[src/rtl/vga_param_pkg.sv]
// Shared VGA timing defaults, derived frame totals and the sync-window helper.
package vga_param_pkg;

    localparam int CNT_W       = 11;
    localparam int DEF_CLK_DIV = 4;
    localparam int DEF_H_ACT   = 640;
    localparam int DEF_H_FP    = 16;
    localparam int DEF_H_SYN   = 96;
    localparam int DEF_H_BP    = 48;
    localparam int DEF_V_ACT   = 480;
    localparam int DEF_V_FP    = 10;
    localparam int DEF_V_SYN   = 2;
    localparam int DEF_V_BP    = 33;

    // Raw timing flags as issued with the scan coordinate; true means "active".
    typedef struct packed {
        logic hs;
        logic vs;
        logic de;
    } vga_raw_t;

    function automatic int h_tot(input int act, input int fp, input int syn, input int bp);
        return act + fp + syn + bp;
    endfunction

    function automatic int v_tot(input int act, input int fp, input int syn, input int bp);
        return act + fp + syn + bp;
    endfunction

    function automatic logic sync_active(input logic [CNT_W-1:0] cnt, input int lo, input int len);
        return (int'(cnt) >= lo) && (int'(cnt) < lo + len);
    endfunction

endpackage

[src/rtl/vga_contador_sync.sv]
// Pixel-rate divider and horizontal/vertical scan counters.
module vga_contador_sync
    import vga_param_pkg::*;
#(
    parameter int CLK_DIV = DEF_CLK_DIV,
    parameter int H_TOT   = 800,
    parameter int V_TOT   = 525
) (
    input  logic             clk_i,
    input  logic             rst_ni,
    output logic             tick_o,
    output logic [CNT_W-1:0] hcnt_o,
    output logic [CNT_W-1:0] vcnt_o,
    output logic             frame_end_o
);

    localparam logic [4:0]       DIV_LAST = 5'(CLK_DIV - 1);
    localparam logic [CNT_W-1:0] H_LAST   = CNT_W'(H_TOT - 1);
    localparam logic [CNT_W-1:0] V_LAST   = CNT_W'(V_TOT - 1);

    logic [4:0]       div_q, div_d;
    logic [CNT_W-1:0] hcnt_q, hcnt_d;
    logic [CNT_W-1:0] vcnt_q, vcnt_d;
    logic             tick, h_wrap, v_wrap;

    // With CLK_DIV=1 the divider stays at 0, which is also its last value.
    always_comb begin
        tick   = (div_q == DIV_LAST);
        h_wrap = (hcnt_q == H_LAST);
        v_wrap = (vcnt_q == V_LAST);
        div_d  = tick ? 5'd0 : div_q + 5'd1;
        hcnt_d = hcnt_q;
        vcnt_d = vcnt_q;
        if (tick) begin
            hcnt_d = h_wrap ? '0 : hcnt_q + CNT_W'(1);
            if (h_wrap) begin
                vcnt_d = v_wrap ? '0 : vcnt_q + CNT_W'(1);
            end
        end
    end

    always_ff @(posedge clk_i or negedge rst_ni) begin
        if (!rst_ni) begin
            div_q  <= '0;
            hcnt_q <= '0;
            vcnt_q <= '0;
        end else begin
            div_q  <= div_d;
            hcnt_q <= hcnt_d;
            vcnt_q <= vcnt_d;
        end
    end

    assign tick_o      = tick;
    assign hcnt_o      = hcnt_q;
    assign vcnt_o      = vcnt_q;
    assign frame_end_o = tick && h_wrap && v_wrap;

endmodule

[src/rtl/vga_controlador_param.sv]
// Parameterised VGA controller: scan counters, renderer-latency delay line, aligned outputs, blink.
module vga_controlador_param
    import vga_param_pkg::*;
#(
    parameter int CLK_DIV  = DEF_CLK_DIV,
    parameter int H_ACT    = DEF_H_ACT,
    parameter int H_FP     = DEF_H_FP,
    parameter int H_SYN    = DEF_H_SYN,
    parameter int H_BP     = DEF_H_BP,
    parameter int V_ACT    = DEF_V_ACT,
    parameter int V_FP     = DEF_V_FP,
    parameter int V_SYN    = DEF_V_SYN,
    parameter int V_BP     = DEF_V_BP,
    parameter int H_POL    = 0,
    parameter int V_POL    = 0,
    parameter int COLOR_W  = 8,
    parameter int PIPE_LAT = 1,
    parameter int BLINK_FR = 30
) (
    input  logic               reloj_nexys,
    input  logic               reset_total,
    input  logic [COLOR_W-1:0] color_in,
    output logic               pixel_tick,
    output logic [CNT_W-1:0]   pixel_x,
    output logic [CNT_W-1:0]   pixel_y,
    output logic               frame_start,
    output logic               blink,
    output logic               hsincro,
    output logic               vsincro,
    output logic [COLOR_W-1:0] color_salida
);

    localparam int   H_TOT   = h_tot(H_ACT, H_FP, H_SYN, H_BP);
    localparam int   V_TOT   = v_tot(V_ACT, V_FP, V_SYN, V_BP);
    localparam logic HS_ACT  = (H_POL != 0);
    localparam logic VS_ACT  = (V_POL != 0);
    localparam int   FR_W    = (BLINK_FR > 1) ? $clog2(BLINK_FR) : 1;
    localparam logic [FR_W-1:0] FR_LAST = FR_W'(BLINK_FR - 1);

    logic             tick, frame_end;
    logic [CNT_W-1:0] hcnt, vcnt;
    vga_raw_t         raw, dly;

    vga_contador_sync #(
        .CLK_DIV (CLK_DIV),
        .H_TOT   (H_TOT),
        .V_TOT   (V_TOT)
    ) u_cnt (
        .clk_i       (reloj_nexys),
        .rst_ni      (reset_total),
        .tick_o      (tick),
        .hcnt_o      (hcnt),
        .vcnt_o      (vcnt),
        .frame_end_o (frame_end)
    );

    always_comb begin
        raw.hs = sync_active(hcnt, H_ACT + H_FP, H_SYN);
        raw.vs = sync_active(vcnt, V_ACT + V_FP, V_SYN);
        raw.de = (hcnt < CNT_W'(H_ACT)) && (vcnt < CNT_W'(V_ACT));
    end

    // Timing flags wait here for the renderer to deliver the matching colour.
    generate
        if (PIPE_LAT == 0) begin : g_nopipe
            assign dly = raw;
        end else begin : g_pipe
            vga_raw_t stage_q [PIPE_LAT];
            always_ff @(posedge reloj_nexys or negedge reset_total) begin
                if (!reset_total) begin
                    for (int i = 0; i < PIPE_LAT; i++) stage_q[i] <= '0;
                end else if (tick) begin
                    stage_q[0] <= raw;
                    for (int i = 1; i < PIPE_LAT; i++) stage_q[i] <= stage_q[i-1];
                end
            end
            assign dly = stage_q[PIPE_LAT-1];
        end
    endgenerate

    logic [COLOR_W-1:0] color_q, color_d;
    logic               hs_q, hs_d, vs_q, vs_d;
    logic [FR_W-1:0]    fr_q, fr_d;
    logic               blink_q, blink_d;

    always_comb begin
        color_d = dly.de ? color_in : '0;
        hs_d    = ~(dly.hs ^ HS_ACT);
        vs_d    = ~(dly.vs ^ VS_ACT);
        fr_d    = fr_q;
        blink_d = blink_q;
        if (frame_end) begin
            if (fr_q == FR_LAST) begin
                fr_d    = '0;
                blink_d = ~blink_q;
            end else begin
                fr_d = fr_q + FR_W'(1);
            end
        end
    end

    always_ff @(posedge reloj_nexys or negedge reset_total) begin
        if (!reset_total) begin
            color_q <= '0;
            hs_q    <= ~HS_ACT;
            vs_q    <= ~VS_ACT;
            fr_q    <= '0;
            blink_q <= 1'b0;
        end else if (tick) begin
            color_q <= color_d;
            hs_q    <= hs_d;
            vs_q    <= vs_d;
            fr_q    <= fr_d;
            blink_q <= blink_d;
        end
    end

    assign pixel_tick   = tick;
    assign pixel_x      = hcnt;
    assign pixel_y      = vcnt;
    assign frame_start  = frame_end;
    assign blink        = blink_q;
    assign hsincro      = hs_q;
    assign vsincro      = vs_q;
    assign color_salida = color_q;

endmodule

[config.mk]
export PLATFORM = sky130hd
export DESIGN_NAME = vga_controlador_param
export DESIGN_NICKNAME = d
export VERILOG_FILES = /design/src/rtl/vga_param_pkg.sv /design/src/rtl/vga_contador_sync.sv /design/src/rtl/vga_controlador_param.sv
export SDC_FILE = /design/constraint.sdc
export NUM_CORES = 1
export LEC_CHECK = 0
export CAP_MARGIN = 20
export CORE_MARGIN = 5
export CORE_UTILIZATION = 51
export CTS_CLUSTER_DIAMETER = 30
export DETAILED_ROUTE_END_ITERATION = 6
export PLACE_DENSITY = 0.87
export SYNTH_ARGS = -nofsm -noshare
export SYNTH_HDL_FRONTEND = slang
export SYNTH_SLANG_ARGS = --single-unit
[constraint.sdc]
create_clock -name reloj_nexys -period 2.5 [get_ports reloj_nexys]
set_input_delay 0.25 -clock reloj_nexys [delete_from_list [all_inputs] [get_ports reloj_nexys]]
set_output_delay 0.25 -clock reloj_nexys [all_outputs]
set_load 0.02 [all_outputs]
# Yosys cells after proc, flatten, opt, wreduce, memory -nomap -nowiden
# Index checks and enable logic that the tools add are counted.
word_totals:
  regBits: 46
  latch_bits: 0
  ramBits: 0
  mem_bits_ro: 0
  out_inout_bits: 35
  wordCells: 41
  mem_count: 0
classes:
  n_addsub: 4
  mul: 0
  n_div: 0
  magnitude_cmp: 6
  n_eq_ne: 4
  n_shift: 0
  muxes: 5
  bitwise: 3
  n_reduce_logical: 8
ops:
  columns: ["operator", "n"]
  rows:
  - ["$add 11x1->11 const B", 2]
  - ["$eq 11x10->1 const B", 2]
  - ["$lt 11x10->1 const B", 2]
  - ["$lt 11x9->1 const B", 2]
  - ["$mux 11", 2]
  - ["$ge 11x10->1 const B", 1]
  - ["$ge 11x9->1 const B", 1]
  - ["$add 5x1->5 const B", 2]
  - ["$mux 5", 2]
  - ["$mux 8", 1]
  - ["$eq 5x2->1 const B", 1]
  - ["$eq 5x5->1 const B", 1]
  - ["$logic_and 1x1->1", 5]
  - ["$reduce_and 2->1", 2]
  - ["$not 1->1", 3]
  - ["$reduce_and 3->1", 1]

# Depth between registers and ports, before layout
# Gate-level depths: netlist (run 1).
depth:
  depth_word: 4
  ltp_mapped: 7

# Cells and area by module
# A second synthesis (run 1) with hierarchy kept.
hier_totals:
  cells_unflattened: 217
  area_unflattened_um2: 2222.1
by_module_without_submodules:
  columns: ["mod", "n_inst", "cells_each", "area_each_um2", "seq_area_each_um2"]
  rows:
  - ["vga_contador_sync", 1, 124, 1323.8, 675.6]
  - ["vga_controlador_param", 1, 93, 898.4, 478.0]

# Worst setup path after synthesis (run 1)
# No wires, ideal clock.
synth_timing:
  kind: "reg2reg"
  from: "register u_cnt.hcnt_q[5] (netlist: u_cnt.hcnt_o[5])"
  to: "register fr_q[4]"
  setup_ns: 0.133
  arrival_time_ns: 2.136
  required_time_ns: 2.367
  path_slack_ns: 0.231
  path_stages_with_launch: 6
  path_buffers: 1
  synth_period_minus_slack_ns: 2.269
  path_cell_list: "dfrtp_1 > or4b_2 > or4_4 > buf_6 > o31ai_1 > o31ai_1"
synth_between:
  elab_chain_len: 4
synth_rtl:
  columns: ["item", "line", "source"]
  rows:
  - ["start, declared", "vga_contador_sync.sv:22", "logic [CNT_W-1:0] hcnt_q, hcnt_d;"]
  - ["start signal, assigned", "vga_contador_sync.sv:49", "hcnt_q <= hcnt_d;"]
  - ["$eq 11x10->1", "vga_contador_sync.sv:29", "h_wrap = (hcnt_q == H_LAST);"]
  - ["$logic_and 1x1->1 (2 in a row)", "vga_contador_sync.sv:57", "assign frame_end_o = tick && h_wrap && v_wrap;"]
  - ["$reduce_and 2->1 (no source line)", null, null]
  - ["end signal, assigned", "vga_controlador_param.sv:113", "fr_q <= fr_d;"]
  - ["end, declared", "vga_controlador_param.sv:83", "logic [FR_W-1:0] fr_q, fr_d;"]
# Every way passes these cells.
# A chain may end at the register's enable or synchronous reset.

# Final worst setup path (run 1)
layout_timing:
  from: "register u_cnt.div_q[0]"
  to: "output frame_start"
layout_between:
  elab_chain_len: 3
layout_rtl:
  columns: ["item", "line", "source"]
  rows:
  - ["start, declared", "vga_contador_sync.sv:21", "logic [4:0] div_q, div_d;"]
  - ["start signal, assigned", "vga_contador_sync.sv:48", "div_q <= div_d;"]
  - ["$eq 5x2->1", "vga_contador_sync.sv:28", "tick = (div_q == DIV_LAST);"]
  - ["$logic_and 1x1->1 (2 in a row)", "vga_contador_sync.sv:57", null]
  - ["end, declared", "vga_controlador_param.sv:26", "output logic frame_start,"]
# Every way passes these cells.

==> impl_metrics.tcl, run 1 <==
set metrics [dict create \
    layoutNonFillerInstCount 337 \
    status "completed" \
    place_area_mm2 0.00282 \
    crit_type "reg2out" \
    worstSetupStartpointType "register" \
    drive_gt1_share_pct 12.6 \
    fillers 339 \
    crit_fanout 4 \
    drv_slew 0 \
    die_h_um 76.6 \
    routed_wl_um 5110 \
    grt_pass1_vias 1866 \
    clk_latency_ps 310 \
    cp.arrival_ps 2140 \
    ys_types 43 \
    p_leak_nw 1.34 \
    synth_cells 225 \
    layout_common_cells "dfrtp_1, clkdlybuf4s50_1, nand2_1" \
    die_x_um 76.6 \
    cts_max_level 2 \
    async_flop_share_pct 100 \
    num_vias 1922 \
    dpl_worst_slack_ps -17.6 \
    fin_crit_ps 2390 \
    initial_core_util_pct 52.3 \
    firstDrtPassIters 4 \
    clockRootBuffer "clkbuf_8" \
    dp_hpwl_um 3570 \
    core.rowCount 24 \
    ys_seq_area_share_pct 51.0 \
    slowest_stage "or4_1" \
    worstHoldPathType "in2async" \
    crit_path_max_incr_delay_ps 530 \
    rsz0062_at_grt "false" \
    worstPathRequired_ps 2250 \
    fmax_mhz 418 \
    fp.coreArea_mm2 0.00432 \
    end_kind "output port" \
    cts_tree "built" \
    numCtsBuffers 5 \
    maxCapViolCount 0 \
    grt.total_usage_pct 18.4 \
    clockBufferDepth 2 \
    synth_edf_count 0 \
    final_nets 302 \
    tightest_slew_ps 599 \
    synth_area_mm2 0.00226 \
    ys_ff_latch 46 \
    setup_violations 0 \
    drcViolationCount 0 \
    antenna_cells 0 \
    setup_ws_ps 107 \
    yosys_warnings 0 \
    postSynthAreaPerCell_um2 10.0 \
    antenna_found_initial 0 \
    skew_ps 8.14 \
    vdd_drop_max_uv 263 \
    cts.sinks 46 \
    grt_overflow_total 0 \
    placement.io_buffers 44 \
    io_pins 45 \
    die-area_mm2 0.00586 \
    slew_headroom_pct 59.7 \
    drtAntennaViolNets 0 \
    fin_util_pct 68.2 \
    hold_violations 0 \
    syn_to_final_growth_pct 30.4 \
    synthFlopType "dfrtp_1" \
    post-route-period-util_pct 95.7 \
    final_common_cell "dfrtp_1" \
    first_iter_violations 150 \
    dp.cells 327 \
    path_cells "ha_1 > or4b_4 > or4_1 > nor2_1 > buf_2" \
    final_area_mm2 0.00295 \
    grt_pass1_wl_um 8720 \
    grt_max_degree 47 \
    vias_per_cell 5.70 \
    clkTransAtPathRegs_ps 80 \
    fin_tns_setup_ps 0 \
    syn_nets 243 \
    routedWlPerCell_um 15.2 \
    p_per_area_mw_per_mm2 437 \
    place_congestion 0.803 \
]
routing by layer:
metal | share of wire [%] | track usage (%)
met4 | 2.0 | 7.17
met5 | 0 | 0
met1 | 42 | 22.4
met3 | 5.3 | 5.08
met2 | 51 | 30.7
cell families after synthesis:
kind of cell / share of synthesized area, %
AOI/OAI and AO/OA: 8.58
xor gates and xnor gates: 5.81
adders and majority gates: 4.43
buffers and inverters: 3.38
DFF: 51.0
muxes: 1.33
and+or+nand+nor: 25.5
synthesized netlist by cell type, drive strengths merged, types with 5 or more instances:
master | count | area (µm²)
xor2 | 6 | 52.6
dfrtp | 44 | 1100
xnor2 | 9 | 78.8
nor3 | 7 | 51.3
nor2 | 8 | 30.0
nand2 | 37 | 139
ha | 8 | 100
nand4 | 6 | 37.5
inv | 7 | 26.3
clkbuf | 5 | 18.8
nand3 | 23 | 115
and3 | 5 | 31.3
o21ai | 17 | 85.1
critical path, delay by kind of cell (launching register included):
| kind | cells | cell delay [ps] |
|---|---|---|
| DFF | 1 | 360 |
| and+or+nand+nor | 3 | 1110 |
| adders and majority gates | 1 | 200 |
| buffers and inverters | 1 | 170 |
power by group:
| group | switching (W) | total [W] | internal [W] | leakage (nW) |
|---|---|---|---|---|
| registers | 0.00000314 | 0.000753 | 0.000750 | 0.598 |
| clock network | 0.000253 | 0.000476 | 0.000223 | 0.0482 |
| logic | 0.0000300 | 0.0000585 | 0.0000285 | 0.696 |
what timing repair did:
| item | CTS | global route |
|---|---|---|
| endpoints found under the setup margin | 2 | 8 |
| pin swaps | 0 | 1 |
| hold buffers | 0 | 1 |
| gates resized for setup | 5 | 2 |
| buffers inserted | 0 | 0 |
| endpoints found under the hold margin | 0 | 16 |
worst paths after layout:
| path | slack [ps] | depth (start not counted) | end | startpoint |
|---|---|---|---|---|
| setup / recovery | 110 | 5 | frame_start | u_cnt.div_q[0] |
| hold / removal | 400 | 2 | dly[2] | reset_total |
| setup reg to reg | 130 | 5 | fr_q[0] | u_cnt.hcnt_o[5] |
| hold reg to reg | 440 | 1 | vsincro | dly[1] |
| max in group asynchronous | 1540 | 3 | vsincro | reset_total |
| min in group reloj_nexys | 440 | 1 | vsincro | dly[1] |
area by class of cell:
cell class | count | area [µm²] | area share, %
sequential | 46 | 1150 | 39.1
multi-input combinational | 163 | 1040 | 35.3
timing repair buffer | 61 | 572 | 19.4
clock buffer | 7 | 86.3 | 2.93
tap | 52 | 65.1 | 2.21
inverter | 7 | 26.3 | 0.891
clock inverter | 1 | 5.00 | 0.170
stage by stage:
step | power, W | hold WS (ps)
after global routing | 0.00134 | 448
final | 0.00129 | 405
after global placement | 0.000822 | 413
after detailed placement | 0.000823 | 429
after CTS | 0.00129 | 142
after floorplan | 0.000781 | -45.6
registers in the layout, summed over array words and instances, names as in the netlist:
signal        cells
dly               3
blink             1
color_salida      8
u_cnt.div_q       5
u_cnt.hcnt_o     11
vsincro           1
fr_q              5
hsincro           1
u_cnt.vcnt_o     11
Power figures use the tool's default switching activity.
==> run 2: changes to the inputs <==
CAP_MARGIN = 25   (was 20)
==> results of run 2 <==
No change in the layout: final DEF, timing and power equal those of run 1.
